## config.mk

```make
export PLATFORM = sky130hd
export DESIGN_NAME = keypad_scan_ctrl_flat
export DESIGN_NICKNAME = d
export VERILOG_FILES = /design/src/rtl/keypad_scan_ctrl_if.sv /design/src/rtl/keypad_scan_ctrl.sv /design/src/flat_wrapper.sv
export SDC_FILE = /design/constraint.sdc
export NUM_CORES = 1
export LEC_CHECK = 0
export CORE_MARGIN = 10
export CORE_UTILIZATION = 31
export CTS_CLUSTER_SIZE = 24
export DETAILED_ROUTE_END_ITERATION = 7
export SETUP_SLACK_MARGIN = 0.2
export SYNTH_ARGS = -nofsm -noshare
export SYNTH_HDL_FRONTEND = slang
export SYNTH_SLANG_ARGS = --single-unit
```

## constraint.sdc

```tcl
create_clock -name clk -period 4.75 [get_ports clk]
set_clock_uncertainty 0.1 [all_clocks]
set_input_delay 1.425 -clock clk [delete_from_list [all_inputs] [get_ports clk]]
set_output_delay 1.425 -clock clk [all_outputs]
set_load 0.03 [all_outputs]
```

## src/rtl/keypad_scan_ctrl_if.sv

```systemverilog
// Keypad scan controller signal bundle: column inputs in, row drive and
// two-digit display outputs out.
interface keypad_scan_ctrl_if;
   logic [3:0] col_sync;
   logic [3:0] r_sel;
   logic [3:0] key_code;
   logic       key_valid;
   logic [3:0] left;
   logic [3:0] right;

   modport master (
      input  col_sync,
      output r_sel, key_code, key_valid, left, right
   );

   modport slave (
      output col_sync,
      input  r_sel, key_code, key_valid, left, right
   );
endinterface

```

## src/rtl/keypad_scan_ctrl.sv

```systemverilog
// 4x4 hex keypad scanner with press/release debounce and a two-digit
// shift register for the seven-segment display.
module keypad_scan_ctrl #(
   parameter int SCAN_DIV  = 4,
   parameter int DB_CYCLES = 8
) (
   input logic                clk,
   input logic                reset,
   keypad_scan_ctrl_if.master kp
);

   localparam int CNT_MAX = (SCAN_DIV > DB_CYCLES) ? SCAN_DIV : DB_CYCLES;
   localparam int CNT_W   = (CNT_MAX > 1) ? $clog2(CNT_MAX) : 1;

   localparam logic [CNT_W-1:0] SCAN_LAST = CNT_W'(SCAN_DIV - 1);
   localparam logic [CNT_W-1:0] DB_LAST   = CNT_W'(DB_CYCLES - 1);

   localparam logic [1:0] ST_SCAN       = 2'd0;
   localparam logic [1:0] ST_DB_PRESS   = 2'd1;
   localparam logic [1:0] ST_HELD       = 2'd2;
   localparam logic [1:0] ST_DB_RELEASE = 2'd3;

   logic [1:0]       state, state_nxt;
   logic [1:0]       row, row_nxt;
   logic [3:0]       col, col_nxt;
   logic [CNT_W-1:0] cnt, cnt_nxt;
   logic             accept;
   logic             one_hot;
   logic             latched_hit;
   logic [3:0]       new_code;

   function automatic logic [3:0] key_map(input logic [1:0] r, input logic [3:0] c);
      logic [1:0] ci;
      ci = 2'd0;
      case (c)
         4'b0010: ci = 2'd1;
         4'b0100: ci = 2'd2;
         4'b1000: ci = 2'd3;
         default: ci = 2'd0;
      endcase
      case ({r, ci})
         4'h0: key_map = 4'h1;
         4'h1: key_map = 4'h2;
         4'h2: key_map = 4'h3;
         4'h3: key_map = 4'hA;
         4'h4: key_map = 4'h4;
         4'h5: key_map = 4'h5;
         4'h6: key_map = 4'h6;
         4'h7: key_map = 4'hB;
         4'h8: key_map = 4'h7;
         4'h9: key_map = 4'h8;
         4'hA: key_map = 4'h9;
         4'hB: key_map = 4'hC;
         4'hC: key_map = 4'hF;
         4'hD: key_map = 4'h0;
         4'hE: key_map = 4'hE;
         default: key_map = 4'hD;
      endcase
   endfunction

   assign one_hot     = (kp.col_sync != 4'b0) &&
                        ((kp.col_sync & (kp.col_sync - 4'd1)) == 4'b0);
   assign latched_hit = (kp.col_sync & col) != 4'b0;
   assign new_code    = key_map(row, col);

   always_comb begin
      // NOTE: every output gets a default first so no path can infer a latch.
      state_nxt = state;
      row_nxt   = row;
      col_nxt   = col;
      cnt_nxt   = cnt;
      accept    = 1'b0;
      case (state)
         ST_SCAN: begin
            if (cnt < SCAN_LAST) begin
               cnt_nxt = cnt + 1'b1;
            end else if (one_hot) begin
               col_nxt   = kp.col_sync;
               cnt_nxt   = '0;
               state_nxt = ST_DB_PRESS;
            end else begin
               row_nxt = row + 2'd1;
               cnt_nxt = '0;
            end
         end
         ST_DB_PRESS: begin
            if (kp.col_sync != col) begin
               cnt_nxt   = '0;
               state_nxt = ST_SCAN;
            end else if (cnt == DB_LAST) begin
               cnt_nxt   = '0;
               state_nxt = ST_HELD;
               accept    = 1'b1;
            end else begin
               cnt_nxt = cnt + 1'b1;
            end
         end
         ST_HELD: begin
            // Other columns on this row are deliberately ignored while held.
            if (!latched_hit) begin
               cnt_nxt   = '0;
               state_nxt = ST_DB_RELEASE;
            end
         end
         default: begin
            if (latched_hit) begin
               cnt_nxt   = '0;
               state_nxt = ST_HELD;
            end else if (cnt == DB_LAST) begin
               cnt_nxt   = '0;
               row_nxt   = row + 2'd1;
               state_nxt = ST_SCAN;
            end else begin
               cnt_nxt = cnt + 1'b1;
            end
         end
      endcase
   end

   // NOTE: sequential state uses non-blocking assignments so every register
   // samples pre-edge values regardless of statement order.
   always_ff @(posedge clk) begin
      if (!reset) begin
         state        <= ST_SCAN;
         row          <= 2'd0;
         col          <= 4'b0;
         cnt          <= '0;
         kp.r_sel     <= 4'b1110;
         kp.key_code  <= 4'h0;
         kp.key_valid <= 1'b0;
         kp.left      <= 4'h0;
         kp.right     <= 4'h0;
      end else begin
         state        <= state_nxt;
         row          <= row_nxt;
         col          <= col_nxt;
         cnt          <= cnt_nxt;
         kp.r_sel     <= ~(4'b0001 << row_nxt);
         kp.key_valid <= accept;
         if (accept) begin
            kp.key_code <= new_code;
            kp.right    <= new_code;
            kp.left     <= kp.right;
         end
      end
   end

endmodule

```

## src/flat_wrapper.sv

```systemverilog
// flat-port wrapper written by rule: the top's interface ports become plain ports
module keypad_scan_ctrl_flat 
#(
   parameter int SCAN_DIV  = 4,
   parameter int DB_CYCLES = 8
)
  (clk, reset, kp_col_sync, kp_r_sel, kp_key_code, kp_key_valid, kp_left, kp_right);
  keypad_scan_ctrl_if kp_i ();
  input logic clk;
  input logic reset;
  input wire logic [$bits(kp_i.col_sync)-1:0] kp_col_sync;
  output wire logic [$bits(kp_i.r_sel)-1:0] kp_r_sel;
  output wire logic [$bits(kp_i.key_code)-1:0] kp_key_code;
  output wire logic [$bits(kp_i.key_valid)-1:0] kp_key_valid;
  output wire logic [$bits(kp_i.left)-1:0] kp_left;
  output wire logic [$bits(kp_i.right)-1:0] kp_right;
  assign kp_i.col_sync = kp_col_sync;
  assign kp_r_sel = kp_i.r_sel;
  assign kp_key_code = kp_i.key_code;
  assign kp_key_valid = kp_i.key_valid;
  assign kp_left = kp_i.left;
  assign kp_right = kp_i.right;
  keypad_scan_ctrl #(.SCAN_DIV(SCAN_DIV), .DB_CYCLES(DB_CYCLES)) u_core (.clk(clk), .reset(reset), .kp(kp_i));
endmodule
```

==> impl_metrics.toml <==
[floorplanning]
core_area_sq_um = 4470
die_h_um = 88.9
rows = 24
io_pins = 23
die_w_um = 88.9
dieArea_sq_um = 7900
start_util = 0.329

[grt]
grt_pass1_vias = 1129
grt_overflow = 0
antenna_found_initial = 0
track_usage = 0.0773
grt_max_degree = 27
grt_pass1_wl_mm = 4.95

[worst_setup_path]
critPathBufInv = 1
crit_required_ps = 4810
path_cells = "clkdlybuf4s50_1 > ha_1 > or4b_1 > nor3_2 > o221ai_1 > o211a_1"
worstRegToRegCells = 5
path_class = "input port to flop"
crit_family = "simple AND/OR/NAND/NOR gates"
cp_slowest_cell = "or4b_1"
cp.depth = 6
end_kind = "flop"
start_kind = "input port"
cp_data_arrival_time_ps = 3760
cp_max_fo = 10
critPathMaxStageDelay_ps = 600

[route]
wl_mm = 3.03
first_pass_iters = 4
via_per_inst = 5.17
drt_iter0_drc = 39
post_drt_wl_per_cell_um = 13.2
antenna_left = 0
dr_total_vias = 1190
drc = 0

[logic_synthesis]
synthesis.nets = 183
synth_area_sq_um = 1470
synthTopCellsByArea = "dfxtp_1, ha_1, nand2_1"
synth_area_per_cell_sq_um = 9.13
async_flop_share = 0
yosys_warnings = 0
netlist.area_leader.share = 0.327
ys_seq_area_frac = 0.327
synthCells = 161
synth_ff_type = "dfxtp_1"
synth_edf_count = 0
synth_top_area_cell = "dfxtp_1"
synth_seq_cells = 24
synth.distinct_cells = 41

[timing]
worstMarginPinSlew_ps = 770
rsz0062_at_grt = "false"
hold_violations = 0
maxSlewViolCount = 0
setup_viol = 0
finalSetupTns_ps = 0
slew_headroom = 0.485
max_freq_mhz = 271
period_share = 0.778
min_period_ps = 3690

[cts]
clkTransAtPathRegs_ps = 80
h-tree-depth = 1
cts_tree = "done"
holdBufCountCts = 0
clock_latency_ps = 260
clock_path_buffers = 2
numCtsBuffers = 3
cts_root_buffer = "clkbuf_8"
cts_resized = 0
cts_num_sinks = 24
post_cts_buffers = 0

[placed_design]
dpl.hpwl_mm = 2.34
dp.cells = 226
gp_congestion = 0.835
port_buffers = 22

[worst_hold_path]
holdCritPathClass = "flop to flop"
worstHoldPathCells = 2

[pwr]
seq_power_share = 0.443
power_frac_clock = 0.245
ir_worst_vdd_mv = 0.126
internal_power_mw = 0.381
p_leak_nw = 0.710
p_sw_mw = 0.185
swShare = 0.327
cellPowerDensity_nw_per_um2 = 322
pwr-share-comb = 0.312
total_power_mw = 0.567

[run_status]
outcome = "finished clean"

[cells_and_area]
area_growth_pct = 19.8
n_fill_cell = 475
nNetsFinal = 201
final_layout_size_suffix_gt1_frac = 0.0562
layout.cells.non_filler = 230
final_cell_mix = "dfxtp_1, clkdlybuf4s50_1, nand2_1"
n_antenna_cell = 0
fin_util = 0.394
final_common_cell = "dfxtp_1"

[job]
drv_cap = 0
==> tightest hold or removal path, stage by stage (launching register included) <==
cell,delay (ps)
dfxtp_1,310
nand2_1,40
a21boi_0,60
==> final cells by class <==
type | instances | area [sq um] | area share
multi-input combinational | 121 | 915 | 0.519
sequential | 24 | 480 | 0.273
timing repair buffer | 22 | 220 | 0.125
tap | 52 | 65.1 | 0.0369
clock buffer | 4 | 55.1 | 0.0312
inverter | 7 | 26.3 | 0.0149
==> Yosys cell counts (3+ instances only) <==
library cell / instances
dfxtp_1: 24
nand2_1: 20
ha_1: 16
a21boi_0: 7
inv_1: 7
mux2i_1: 7
nor2b_1: 6
a21oi_1: 5
clkbuf_1: 5
nor2_1: 5
a211oi_1: 4
and2_1: 4
buf_4: 4
nand3_1: 4
o21ai_0: 4
xnor2_1: 4
nor4_1: 3
or4b_1: 3
==> cell families (layout without fill, tap and decap cells) <==
family	Yosys count	after routing	share of synthesized area
muxes	8	8	0.0553
and+or+nand+nor	55	55	0.203
buffers and inverters	16	33	0.0511
xor gates and xnor gates	4	4	0.0238
adders and majority gates	16	16	0.136
AOI/OAI and AO/OA	38	38	0.203
DFF	24	24	0.327
==> worst paths after layout <==
kind,slack (ps),to,startpoint
setup reg to reg,2390,u_core.kp.key_code[2],u_core.col[3]
setup / recovery,1060,u_core.kp.key_code[2],kp_col_sync[0]
hold reg to reg,370,u_core.kp.left[2],u_core.kp.left[2]
hold / removal,370,u_core.kp.left[2],u_core.kp.left[2]
==> stage by stage <==
step                cell area (sq um)  worst slack, ps  hold slack, ps
floorplan                        1470             1520             368
global placement                 1710              764             354
detailed placement               1710              773             362
CTS                              1760             1050             374
global route                     1760              895             403
finish                           1760             1060             368
==> registers in the layout, summed over array words and instances (netlist names) <==
name / count
u_core.cnt: 3
u_core.col: 4
u_core.kp.key_code: 4
u_core.kp.key_valid: 1
u_core.kp.left: 4
u_core.kp.r_sel: 4
u_core.row: 2
u_core.state: 2
==> power groups by stage <==
stage | Sequential (mW) | Combinational [mW] | Clock, mW
after global placement | 0.255 | 0.178 | 0
final | 0.251 | 0.177 | 0.139
after detailed placement | 0.254 | 0.178 | 0
after floorplan | 0.255 | 0.131 | 0
after global routing | 0.255 | 0.196 | 0.154
after CTS | 0.251 | 0.179 | 0.145
==> layer usage <==
layer	wire, um	global-route usage	vias to the layer above	share of wire
met5	0	0	-	0
met4	19	0.0176	0	0.0063
met3	152	0.0221	2	0.050
met2	1290	0.130	20	0.43
met1	1570	0.0947	556	0.52
li1	-	-	612	-
No activity file was read; power rests on OpenSTA's default activity.
